**config.mk**
```make
export PLATFORM = sky130hd
export DESIGN_NAME = avr109rx
export DESIGN_NICKNAME = d
export VERILOG_FILES = /design/src/rtl/avr109rx.sv
export SDC_FILE = /design/constraint.sdc
export NUM_CORES = 1
export LEC_CHECK = 0
export CAP_MARGIN = 20
export CORE_ASPECT_RATIO = 1.2
export CORE_MARGIN = 4
export CORE_UTILIZATION = 58
export DETAILED_ROUTE_END_ITERATION = 12
export PLACE_DENSITY = 0.89
export SYNTH_ARGS = -nofsm -noshare
export SYNTH_HDL_FRONTEND = slang
export SYNTH_SLANG_ARGS = --single-unit
```
**constraint.sdc**
```tcl
create_clock -name clk -period 2.3 [get_ports clk]
set_input_delay 0.575 -clock clk [delete_from_list [all_inputs] [get_ports clk]]
set_output_delay 0.575 -clock clk [all_outputs]
set_load 0.05 [all_outputs]
```
**src/rtl/avr109rx.sv**
```systemverilog
// avr109rx: 8N1 UART receiver for the AVR109 bootloader link.
// The asynchronous line is synchronised, the start bit is validated at
// mid-bit, then each data bit and the stop bit are sampled one baud period
// apart. Good bytes are presented with a one-cycle strobe; a low stop bit
// raises a one-cycle framing error and the receiver waits for the line to
// return high before hunting for the next start bit.
module avr109rx #(
    parameter int CLK_FREQUENCY = 1000000,
    parameter int BAUD_RATE     = 19200
) (
    input  logic       clk,
    input  logic       rst,
    input  logic       rxd,
    output logic [7:0] rx_data,
    output logic       rx_avail,
    output logic       framing_err
);

    localparam int BAUDDIV = CLK_FREQUENCY / BAUD_RATE;
    localparam int HALFDIV = BAUDDIV / 2;
    localparam int CW      = (BAUDDIV > 1) ? $clog2(BAUDDIV) : 1;

    // Terminal counts; counters are compared for equality and cleared on
    // every state change, so they never wrap in normal operation.
    localparam logic [CW-1:0] BAUD_LAST = CW'(BAUDDIV - 1);
    localparam logic [CW-1:0] HALF_LAST = CW'(HALFDIV - 1);

    typedef enum logic [2:0] {
        IDLE,
        START,
        DATA,
        STOP,
        BRK
    } state_t;

    logic          sync1_q;
    logic          sync2_q;
    logic          rxd_s;
    state_t        state_q;
    logic [CW-1:0] cnt_q;
    logic [2:0]    bitcnt_q;
    logic [7:0]    shreg_q;
    logic [7:0]    rx_data_q;
    logic          avail_q;
    logic          ferr_q;

    // Two-flop synchroniser; both stages reset to the idle (high) level so
    // reset never looks like a start edge.
    always_ff @(posedge clk) begin
        if (rst) begin
            sync1_q <= 1'b1;
            sync2_q <= 1'b1;
        end else begin
            sync1_q <= rxd;
            sync2_q <= sync1_q;
        end
    end

    assign rxd_s = sync2_q;

    // Receive state machine with registered strobes and data.
    always_ff @(posedge clk) begin
        if (rst) begin
            state_q   <= IDLE;
            cnt_q     <= '0;
            bitcnt_q  <= '0;
            shreg_q   <= '0;
            rx_data_q <= 8'h00;
            avail_q   <= 1'b0;
            ferr_q    <= 1'b0;
        end else begin
            // Strobes are single-cycle unless re-asserted below.
            avail_q <= 1'b0;
            ferr_q  <= 1'b0;
            case (state_q)
                IDLE: begin
                    cnt_q <= '0;
                    if (!rxd_s) begin
                        state_q <= START;
                    end
                end
                START: begin
                    if (cnt_q == HALF_LAST) begin
                        // Mid start bit: a line already back high was a glitch.
                        cnt_q    <= '0;
                        bitcnt_q <= '0;
                        state_q  <= rxd_s ? IDLE : DATA;
                    end else begin
                        cnt_q <= cnt_q + 1'b1;
                    end
                end
                DATA: begin
                    if (cnt_q == BAUD_LAST) begin
                        // LSB arrives first, so shift in from the top.
                        cnt_q    <= '0;
                        shreg_q  <= {rxd_s, shreg_q[7:1]};
                        bitcnt_q <= bitcnt_q + 1'b1;
                        if (bitcnt_q == 3'd7) begin
                            state_q <= STOP;
                        end
                    end else begin
                        cnt_q <= cnt_q + 1'b1;
                    end
                end
                STOP: begin
                    if (cnt_q == BAUD_LAST) begin
                        // Leaving at mid stop bit lets an immediately
                        // following start edge be caught from IDLE.
                        cnt_q <= '0;
                        if (rxd_s) begin
                            rx_data_q <= shreg_q;
                            avail_q   <= 1'b1;
                            state_q   <= IDLE;
                        end else begin
                            ferr_q  <= 1'b1;
                            state_q <= BRK;
                        end
                    end else begin
                        cnt_q <= cnt_q + 1'b1;
                    end
                end
                BRK: begin
                    // A held-low line reports only one framing error.
                    cnt_q <= '0;
                    if (rxd_s) begin
                        state_q <= IDLE;
                    end
                end
                default: begin
                    cnt_q   <= '0;
                    state_q <= IDLE;
                end
            endcase
        end
    end

    assign rx_data     = rx_data_q;
    assign rx_avail    = avail_q;
    assign framing_err = ferr_q;

endmodule

```
### Word-level counts from Yosys, hierarchy flattened

Index checks and enable logic that the tools add are counted.

* bits in registers: 32
* bits of input ports: 3

* add/subtract/negate cells: 2
* equality and inequality tests: 13
* mux-type cells: 17
* bitwise gates (word level): 2
* reductions and logical operators: 8

Operators with widths (count)
* 3-bit 2-to-1 mux: 9
* 3-bit one-hot mux with 5 select lines: 1
* 6-bit 2-to-1 mux: 2
* 2-bit inequality test, second input constant: 6
* 6-bit one-hot mux with 2 select lines: 1
* 6-bit by 1-bit adder with 6-bit output, second input constant: 1
* 3-bit by 2-bit == test with 1-bit output, second input constant: 2
* 3-bit == test, second input constant: 2
* 6-bit by 5-bit == test with 1-bit output, second input constant: 1
* 6-bit == test, second input constant: 1
* 3-bit one-hot mux with 2 select lines: 1
* 3-bit AND reduction: 2
* 6-bit AND reduction: 1
* 3-bit by 1-bit adder with 3-bit output, second input constant: 1
* 3-bit by 1-bit == test with 1-bit output, second input constant: 1
* 3-bit logical NOT: 1
* 3-bit OR reduction: 1
* 1-bit 2-to-1 mux: 2
* 2-bit 2-to-1 mux: 1
* 1-bit inverter: 2
* 2-bit AND reduction: 1
* 2-bit nonzero test: 1
* 2-bit OR reduction: 1

### Logic depth before layout (Yosys ltp)

* depth after elaboration: 4
* depth in mapped cells: 7
* mapped depth without buffers: 6

### Worst setup path after synthesis

No wires, ideal clock.

* kind: register -> register
* start point: register cnt_q[0]
* end point: register shreg_q[0]
* setup time: 0.128 ns
* arrival: 1.360 ns
* required time: 2.172 ns
* path slack: 0.812 ns
* stages on the path, launching flop included: 8
* buffers on the path: 2
* clock period less this slack: 1.488 ns
* cells stage by stage: dfxtp_1 > ha_1 > and4bb_2 > buf_6 > nand4b_1 > buf_6 > mux2i_1 > nor2_1

* cells in the longest elaborated chain, start to end: 2

Ends and longest elaborated chain
* from (decl): RTL line 40 `logic [CW-1:0] cnt_q;`
* from (signal assigned): RTL line 89 `cnt_q <= cnt_q + 1'b1;`
* from (signal assigned): RTL line 102 `cnt_q <= cnt_q + 1'b1;`
* from (signal assigned): RTL line 119 `cnt_q <= cnt_q + 1'b1;`
* 6-bit == test: RTL line 93 `if (cnt_q == BAUD_LAST) begin`
* 2-bit AND reduction (no line)
* to (signal assigned): RTL line 96 `shreg_q <= {rxd_s, shreg_q[7:1]};`
* to (decl): RTL line 42 `logic [7:0] shreg_q;`

Every way passes these cells.
A chain may end at the register's enable or synchronous reset.

### Worst setup path in the final report

* start point: register rx_data_q[7] (netlist: rx_data[7])
* end point: output port rx_data[7]

RTL lines
* from (decl): RTL line 43 `logic [7:0] rx_data_q;`
* from (signal assigned): RTL line 111 `rx_data_q <= shreg_q;`
* to (decl): RTL line 14 `output logic [7:0] rx_data,`

No word-level cell between the ends.

==> summary.md <==
| Metric | Value |
|---|---|
| Critical Path Max Stage Delay | `0.80 ns` |
| Critical R2R Launch | `cnt_q[0]$_SDFF_PP0_` |
| Final Hold Slack | `0.429 ns` |
| Post-CTS resize count | `0` |
| Sequential cell area fraction in the yosys report | `48.9%` |
| DP Wirelength | `1640 microns` |
| Clk root buf | `clkbuf_4` |
| Worst path depth | `1` |
| Synth Area per Inst | `9.86 sq um` |
| Synth warnings | `0` |
| Synth Area in Adders | `3.82%` |
| Commonest non-fill, non-tap cell in the layout | `dfxtp_1` |
| Worst reg2reg setup slack | `0.38 ns` |
| Clk_skew | `0.00657 ns` |
| Largest net degree at the start of global routing | `26` |
| Slew @ Worst Pin | `0.533 ns` |
| Clock-pin slew on the worst setup and hold paths | `0.10 ns` |
| Total chip power | `1.05 mW` |
| H-tree depth | `2` |
| CP bufs+invs | `1` |
| DRC | `0` |
| Filler cell count | `169` |
| CP max-delay cell | `clkdlybuf4s50_1` |
| First-pass GRT wire length | `4010 microns` |
| Core box area | `0.00212 sq mm` |
| CP Launch Type | `flop` |
| CP Cell Sequence | `clkdlybuf4s50_1` |
| Hold Vio Cnt, Final | `0` |
| Drt first-iter violations | `24` |
| Die height | `60.1 microns` |
| Largest family of logic cells by synthesized area | `simple AND/OR/NAND/NOR gates` |
| Main synth FF type | `dfxtp_1` |
| Pwr Density | `690 mW/mm^2` |
| Synth Instances | `133` |
| Worst setup margin | `0.252 ns` |
| Total GRT Usage | `17.9%` |
| Share of cells above drive strength 1 | `9.46%` |
| Io pins | `13` |
| Critical path data arrival time | `1.47 ns` |
| Hold Buf Count CTS | `0` |
| Nets | `154` |
| Slew Limit Fails | `0` |
| Peak VDD IR | `0.653 mV` |
| Max_slew headroom | `64.3%` |
| IO Port Bufs | `12` |
| Dpl cell area | `0.00143 sq mm` |
| Die Wd | `51.4 microns` |
| Compound-Gate Fraction of Synth Area | `5.06%` |
| RSZ-0062 raised after global routing | `false` |
| Gr ovfl total | `0` |
| Initial antenna violation count | `0` |
| Worst Setup SP | `rx_data[7]$_SDFFE_PP0P_` |
| Leading cell types in the layout, fill and taps excluded | `dfxtp_1, nor2_1, mux2i_1` |
| CTS Buffer Depth | `2` |
| Vias per inst | `5.54` |
| Lkg Pwr | `0.666 nW` |
| Total Die Area | `0.00309 sq mm` |
| Global placer's final weighted congestion | `0.790` |
| Via count | `986` |
| CTS tree | `yes` |
| Reg2reg end | `shreg_q[0]$_SDFFE_PP0P_` |
| Worst setup EP type | `primary output` |
| Number of setup buffers added after CTS | `0` |
| Std-Cell Rows | `18` |
| Post-Place Setup Slack | `0.407 ns` |
| Req. time, crit path | `1.73 ns` |
| Yosys reg bits | `32` |
| Max cap viols | `0` |
| Antenna viol nets, final | `0` |
| Routed WL | `2430 microns` |
| Net Count, Synth | `140` |
| Setup violations, final | `0` |
| Simple-gate share of the synthesized area | `19.9%` |
| Area of the mapped netlist | `0.00131 sq mm` |
| Vias in the first global route | `916` |
| Path category of the worst min-delay check | `reg -> reg` |
| Status | `finished, final reports clean` |
| Setup TNS | `0 ns` |
| Fin area | `0.00153 sq mm` |
| Kind of cell adding the most delay to the critical path | `buffers and inverters` |
| Final Cycle Share | `89.0%` |
| Area growth syn-to-layout | `16.4%` |
| Mux contribution to synthesized area | `14.5%` |
| Post-Synth XOR/XNOR Area | `2.67%` |
| Starting Density | `61.9%` |
| Skew-Pair Late Insertion Delay | `0.32 ns` |
| EDFF count, synth | `0` |
| Crit path time final | `2.05 ns` |
| WL per Instance | `13.6 microns` |
| FFs w/ async S/R, synth | `0%` |
| Synth cell types | `30` |
| End point of the critical path | `rx_data[7]` |
| Drt pass-1 iters | `4` |
| CTS Buf Count | `5` |
| R2r worst-path depth | `5` |
| Worst Path Class, Setup | `reg -> out` |
| Clk sinks | `32` |
| Highest clock rate | `0.488 GHz` |
| Number of diodes | `0` |
| CP max FO | `2` |
[stage by stage]
step / util, % / std cells
6_report: 72.1 / 178
5_1_grt: 72.1 / 178
4_1_cts: 72.1 / 178
3_5_place_dp: 67.6 / 170
3_3_place_gp: 67.6 / 170
2_1_floorplan: - / 133
[power breakdown]
group	internal [mW]	switching [mW]	leakage, nW	total, mW
Clock	0.289	0.183	0.0515	0.472
Combinational	0.00894	0.0113	0.356	0.0202
Sequential	0.557	0.00357	0.258	0.560
Total	0.854	0.198	0.666	1.05
[final cells by class]
class	instances	area [sq um]	share of cell area [%]
clock buffer	7	65.1	4.26
inverter	4	15.0	0.984
tap	30	37.5	2.46
multi-input combinational	90	603	39.5
clock inverter	1	30.0	1.97
sequential	32	641	42.0
timing repair buffer	14	135	8.85
[worst min path at each step]
stage	from	to	slack (ns)	depth (start not counted)
finish	sync1_q$_SDFF_PP1_	rxd_s$_SDFF_PP1_	0.43	1
global route	sync1_q$_SDFF_PP1_	rxd_s$_SDFF_PP1_	0.45	1
CTS	sync1_q$_SDFF_PP1_	rxd_s$_SDFF_PP1_	0.43	1
detailed placement	sync1_q$_SDFF_PP1_	rxd_s$_SDFF_PP1_	0.40	1
global placement	sync1_q$_SDFF_PP1_	rxd_s$_SDFF_PP1_	0.39	1
floorplan	sync1_q$_SDFF_PP1_	rxd_s$_SDFF_PP1_	0.39	1
[logic make-up (layout without fill, tap and decap cells)]
| family | after synthesis | in the layout |
|---|---|---|
| and+or+nand+nor | 53 | 53 |
| DFF | 32 | 32 |
| muxes | 19 | 19 |
| buffers and inverters | 11 | 26 |
| AOI/OAI and AO/OA | 10 | 10 |
| adders and majority gates | 4 | 4 |
| xor gates and xnor gates | 4 | 4 |
[Yosys cell counts (2+ instances only)]
cell | n | area [sq um]
a21oi_1 | 2 | 10.0
ha_1 | 4 | 50.1
nor2_1 | 26 | 97.6
and2_1 | 2 | 12.5
mux2i_1 | 19 | 190
nor2b_1 | 2 | 12.5
xnor2_1 | 2 | 17.5
buf_6 | 3 | 33.8
nand2_1 | 3 | 11.3
nand4_1 | 2 | 12.5
nand2b_1 | 4 | 25.0
a211oi_1 | 2 | 15.0
nand3_1 | 7 | 35.0
xor2_1 | 2 | 17.5
clkbuf_1 | 3 | 11.3
dfxtp_1 | 32 | 641
inv_1 | 4 | 15.0
or2_2 | 2 | 12.5
[sequential cells by signal, indices dropped and copies added (netlist names)]
signal and count:
rx_avail 1, shreg_q 8, cnt_q 6, rx_data 8, bitcnt_q 3, state_q 3, sync1_q 1, rxd_s 1
framing_err 1
[metal layers]
metal  track usage (%)  up-vias  wire length [microns]
met5                 0        -                      0
met4              10.1        0                     81
met3              5.24       11                    101
met2              33.3       31                   1260
met1              17.3      459                    983
li1                  -      485                      -
Power figures use the tool's default switching activity.
